$ cat config.mk
export PLATFORM = sky130hd
export DESIGN_NAME = wb_regfile
export DESIGN_NICKNAME = d
export VERILOG_FILES = /design/src/rtl/cpu_pkg.sv /design/src/rtl/regfile_core.sv /design/src/rtl/wb_regfile.sv
export SDC_FILE = /design/constraint.sdc
export NUM_CORES = 2
export LEC_CHECK = 0
export CAP_MARGIN = 20
export CORE_MARGIN = 5
export CORE_UTILIZATION = 55
export DETAILED_ROUTE_END_ITERATION = 12
export HOLD_SLACK_MARGIN = 0.08
export PLACE_DENSITY_LB_ADDON = 0.3
export SKIP_LAST_GASP = 1
export SLEW_MARGIN = 20
export SYNTH_ARGS = -nofsm -noshare
export SYNTH_HDL_FRONTEND = slang
export SYNTH_SLANG_ARGS = --single-unit
$ cat constraint.sdc
create_clock -name Clk -period 4.5 [get_ports Clk]
set_input_delay 0.675 -clock Clk [delete_from_list [all_inputs] [get_ports Clk]]
set_output_delay 0.675 -clock Clk [all_outputs]
set_load 0.02 [all_outputs]
$ cat src/rtl/cpu_pkg.sv
// Shared CPU definitions: register-file geometry and the write-back select encoding.
package cpu_pkg;

  localparam int unsigned REG_ADDR_W = 5;
  localparam int unsigned DATA_W     = 32;
  localparam logic [REG_ADDR_W-1:0] REG_ZERO = 5'd0;

  typedef enum logic {
    SEL_ALU = 1'b0,
    SEL_MEM = 1'b1
  } memtoreg_e;

  function automatic logic is_reg_zero(input logic [REG_ADDR_W-1:0] addr);
    return (addr == REG_ZERO);
  endfunction

endpackage

$ cat src/rtl/regfile_core.sv
// Architectural register storage: 31 writable registers, one write port, two async read ports.
module regfile_core
  import cpu_pkg::*;
#(
  parameter int unsigned WIDTH = 32,
  parameter int unsigned NREG  = 32
) (
  input  logic                  clk,
  input  logic                  rst_n,
  input  logic                  we,
  input  logic [REG_ADDR_W-1:0] waddr,
  input  logic [WIDTH-1:0]      wdata,
  input  logic [REG_ADDR_W-1:0] raddr_a,
  input  logic [REG_ADDR_W-1:0] raddr_b,
  output logic [WIDTH-1:0]      rdata_a,
  output logic [WIDTH-1:0]      rdata_b
);

  // $0 is hard-wired, so no storage is allocated for it.
  logic [WIDTH-1:0] mem [1:NREG-1];

  always_ff @(posedge clk or negedge rst_n) begin
    if (!rst_n) begin
      for (int i = 1; i < int'(NREG); i++) begin
        mem[i] <= '0;
      end
    end else if (we && !is_reg_zero(waddr)) begin
      mem[waddr] <= wdata;
    end
  end

  always_comb begin
    rdata_a = '0;
    rdata_b = '0;
    if (!is_reg_zero(raddr_a)) rdata_a = mem[raddr_a];
    if (!is_reg_zero(raddr_b)) rdata_b = mem[raddr_b];
  end

endmodule

$ cat src/rtl/wb_regfile.sv
// Write-back stage: result select, write qualification, sticky overflow flag and retired-write counter.
// Optional same-cycle read bypass is enabled by defining WB_BYPASS_EN.
module wb_regfile
  import cpu_pkg::*;
#(
  parameter int unsigned WIDTH = 32,
  parameter int unsigned NREG  = 32
) (
  input  logic                  Clk,
  input  logic                  Rst_n,
  input  logic [WIDTH-1:0]      W_Dout,
  input  logic [WIDTH-1:0]      W_ALUout,
  input  logic                  W_Overflow,
  input  logic [REG_ADDR_W-1:0] W_Rw,
  input  logic                  W_RegWr,
  input  logic                  W_MemtoReg,
  input  logic [REG_ADDR_W-1:0] Ra,
  input  logic [REG_ADDR_W-1:0] Rb,
  output logic [WIDTH-1:0]      busA,
  output logic [WIDTH-1:0]      busB,
  output logic [WIDTH-1:0]      busW,
  input  logic                  Ovf_clr,
  output logic                  Ovf_flag,
  output logic [31:0]           Wr_count
);

  logic             we;
  logic             ovf_set;
  logic [WIDTH-1:0] rd_a;
  logic [WIDTH-1:0] rd_b;
  logic             ovf_flag_q;
  logic [31:0]      wr_count_q;

  assign busW    = (memtoreg_e'(W_MemtoReg) == SEL_MEM) ? W_Dout : W_ALUout;
  assign we      = W_RegWr && !W_Overflow && !is_reg_zero(W_Rw);
  assign ovf_set = W_RegWr && W_Overflow;

  regfile_core #(
    .WIDTH (WIDTH),
    .NREG  (NREG)
  ) u_core (
    .clk     (Clk),
    .rst_n   (Rst_n),
    .we      (we),
    .waddr   (W_Rw),
    .wdata   (busW),
    .raddr_a (Ra),
    .raddr_b (Rb),
    .rdata_a (rd_a),
    .rdata_b (rd_b)
  );

`ifdef WB_BYPASS_EN
  // we already excludes $0 and overflow-suppressed writes, so neither is forwarded.
  assign busA = (we && (Ra == W_Rw)) ? busW : rd_a;
  assign busB = (we && (Rb == W_Rw)) ? busW : rd_b;
`else
  assign busA = rd_a;
  assign busB = rd_b;
`endif

  // Set has priority over clear so an overflow in the clearing cycle is not lost.
  always_ff @(posedge Clk or negedge Rst_n) begin
    if (!Rst_n) begin
      ovf_flag_q <= 1'b0;
    end else if (ovf_set) begin
      ovf_flag_q <= 1'b1;
    end else if (Ovf_clr) begin
      ovf_flag_q <= 1'b0;
    end
  end

  always_ff @(posedge Clk or negedge Rst_n) begin
    if (!Rst_n) begin
      wr_count_q <= '0;
    end else if (we) begin
      wr_count_q <= wr_count_q + 32'd1;
    end
  end

  assign Ovf_flag = ovf_flag_q;
  assign Wr_count = wr_count_q;

endmodule
==> results.yml <==
place:
  gp_congestion: 0.864
  io_buffers: 213
  placed_cells: 6138
  dpl.hpwl_mm: 106
floorplanning:
  dieArea_um2: 103000
  core_um2: 96300
  num_rows: 114
  initial_utilization: 0.551
  die_x_um: 321
  ioPinCount: 214
  dieHeight_um: 321
timing:
  fin_crit_sh: 0.894
  maxSlewViolCount: 0
  fmax_mhz: 249
  post-route-min-period_ns: 4.02
  rsz0062_at_grt: "false"
  setup_viol: 0
  tightest_slew_ns: 1.05
  tns_ns: 0
  slew_headroom: 0.294
  hold_viol: 0
  fin_skew_ns: 0.0117
cts:
  clock_sink_count: 1025
  cts_hold_buf: 0
  cts_made_buffers: 105
  root_buffer: "clkbuf_16"
  post_cts_resized: 0
  post_cts_buffers: 0
  clock_latency_ns: 0.69
  tritoncts: "built"
  clk_path_buf_depth: 3
  htree_levels: 3
  path_clk_slew_ns: 0.06
synthesis:
  async_flop_share: 1.00
  ys.flop_type: "dfrtp_1"
  syn-num-nets: 5044
  synth_top_family_by_area: "multiplexers"
  ys.warnings.count: 0
  syn_area_per_cell_um2: 10.7
  synth_mux_area_frac: 0.220
  synth_enable_flop_cells: 0
  syn_area_um2: 53100
  yosys_register_bits: 1025
  synthXorXnorAreaFrac: 0.00512
  synth_fa_ha_area_frac: 0.000236
  ys_seq_area_frac: 0.483
  ys_types: 45
  synth_compound_area_frac: 0.153
  synthSimpleGateAreaFrac: 0.0929
  netlist_instances: 4958
drt:
  drc: 0
  drtPass1Iterations: 8
  routed_via_density: 6.61
  drt_iter0_drc: 4929
  ant_nets: 0
  wl_per_cell_um: 26.8
  wirelength_mm: 169
  vias: 41800
worst_setup_path:
  r2r_start: "Wr_count[3]"
  r2r_cells: 5
  r2r_slack_ns: 2.65
  cp.arrival_ns: 3.35
  cp-end-kind: "output pin"
  critical_path_class: "input port to output pin"
  r2r_end: "Wr_count[31]"
  worstPathMaxFanout: 32
  startpoint_type: "input port"
  crit_required_ns: 3.83
cells_and_area:
  final_cells: 6332
  nets: 5055
  drive_gt1_frac: 0.188
  syn_to_final_growth_pct: 14.8
power:
  ir_drop_mv: 0.352
  leakagePower_nw: 26.3
  p_per_area_nw_per_um2: 442
worst_hold_path:
  hp-class: "input port to asynchronous set/reset pin"
global_routing:
  grt_overflow: 0
  antenna_found_initial: 6
  grt_max_degree: 120
  grt_pass1_vias: 41500
  grt_pass1_wl_mm: 256
  grt_usage: 0.326
run_status:
  outcome: "complete, no violations"
flow_run:
  maxCapViolations: 0
==> cell type report <==
type / count / area [um2]
sequential: 1025 / 25600
multi-input combinational: 3392 / 25500
clock buffer: 151 / 3080
timing repair buffer: 409 / 4290
inverter: 36 / 135
fill: 7404 / 35400
tap: 1276 / 1600
antenna: 3 / 7.51
clock inverter: 40 / 621
==> Yosys cell counts, types with 7 or more instances <==
cell type     n  area share
buf_2       166       0.016
nor2_1      556       0.039
a21oi_1     546       0.051
a22oi_1      63      0.0089
nand3_1      11      0.0010
buf_1        17      0.0012
nand2_1     609       0.043
clkbuf_1    284       0.020
nor2b_1       8     0.00094
and3_1        7     0.00083
buf_4        24      0.0034
o22ai_1      32      0.0038
mux2_2       97       0.021
o221ai_1     32      0.0053
xnor2_1      17      0.0028
inv_1        36      0.0025
o21ai_1     286       0.027
o31ai_1      32      0.0045
o21ai_0     323       0.030
nor2_2       12      0.0014
mux2i_1     192       0.036
buf_6        13      0.0028
nand2b_1      7     0.00083
mux4_2      384        0.16
xor2_1       14      0.0023
a22o_1      128       0.021
dfrtp_1    1025        0.48
==> through the flow <==
step | hold slack, ns | instance area, um2 | total power (W) | utilization | worst slack [ns]
CTS | 0.0903 | 60900 | 0.0269 | 0.633 | 0.569
detailed placement | 0.467 | 57200 | 0.0176 | 0.594 | 0.574
finish | 0.0813 | 60900 | 0.0269 | 0.633 | 0.479
global placement | 0.470 | 57200 | 0.0173 | 0.594 | 0.598
floorplan | 0.379 | 53100 | 0.0156 | - | 1.69
global route | 0.131 | 60900 | 0.0280 | 0.633 | 0.433
==> worst max-delay path: stages <==
cell             delay, ns
buf_8                 0.39
buf_12                0.33
mux2i_1               0.24
o22ai_1               0.10
o31ai_1               0.67
o21ai_1               0.29
clkdlybuf4s50_1       0.62
==> sequential cells by signal (all words and copies together), names as in the netlist <==
register and flops:
u_core.mem 992, Ovf_flag 1, Wr_count 32
==> layer usage <==
layer / up-vias / wire, um / part of all wire / global-route usage
met4: 8 / 6190 / 0.037 / 0.117
met1: 21000 / 66800 / 0.39 / 0.455
li1: 17900 / - / - / -
met3: 431 / 19600 / 0.12 / 0.0953
met2: 2451 / 76800 / 0.45 / 0.493
met5: - / 132 / 0.00078 / 0.00741
==> logic make-up after synthesis <==
| group | after synthesis |
|---|---|
| buf+inv | 541 |
| simple gates | 1244 |
| fa+ha+maj | 1 |
| xor+xnor | 31 |
| flops | 1025 |
| mux | 673 |
| compound gates | 1443 |
==> worst max path at each step <==
stage	start	to	cells past startpoint
floorplan	Rb[2]	busB[12]	7
detailed placement	Ra[0]	busA[26]	8
finish	Ra[0]	busA[17]	7
global route	Rb[0]	busB[20]	9
global placement	Rb[0]	busB[12]	8
CTS	Ra[0]	busA[18]	9
==> report_power, final <==
part / internal (W) / switching [W] / total [W]
logic: 0.00279 / 0.00279 / 0.00558
clock network: 0.00556 / 0.00378 / 0.00934
registers: 0.0108 / 0.00122 / 0.0120
==> layout by cell type (no fill, tap or decap), types with 97 or more instances in the layout <==
cell type	count
mux2i_1	160
nor2_1	554
nand2_1	596
buf_4	149
clkbuf_16	106
a21oi_1	546
o21ai_0	323
mux2_2	97
a22o_1	128
mux4_2	384
dfrtp_1	1025
clkdlybuf4s50_1	199
o21ai_1	286
No activity file was read; power rests on OpenSTA's default activity.
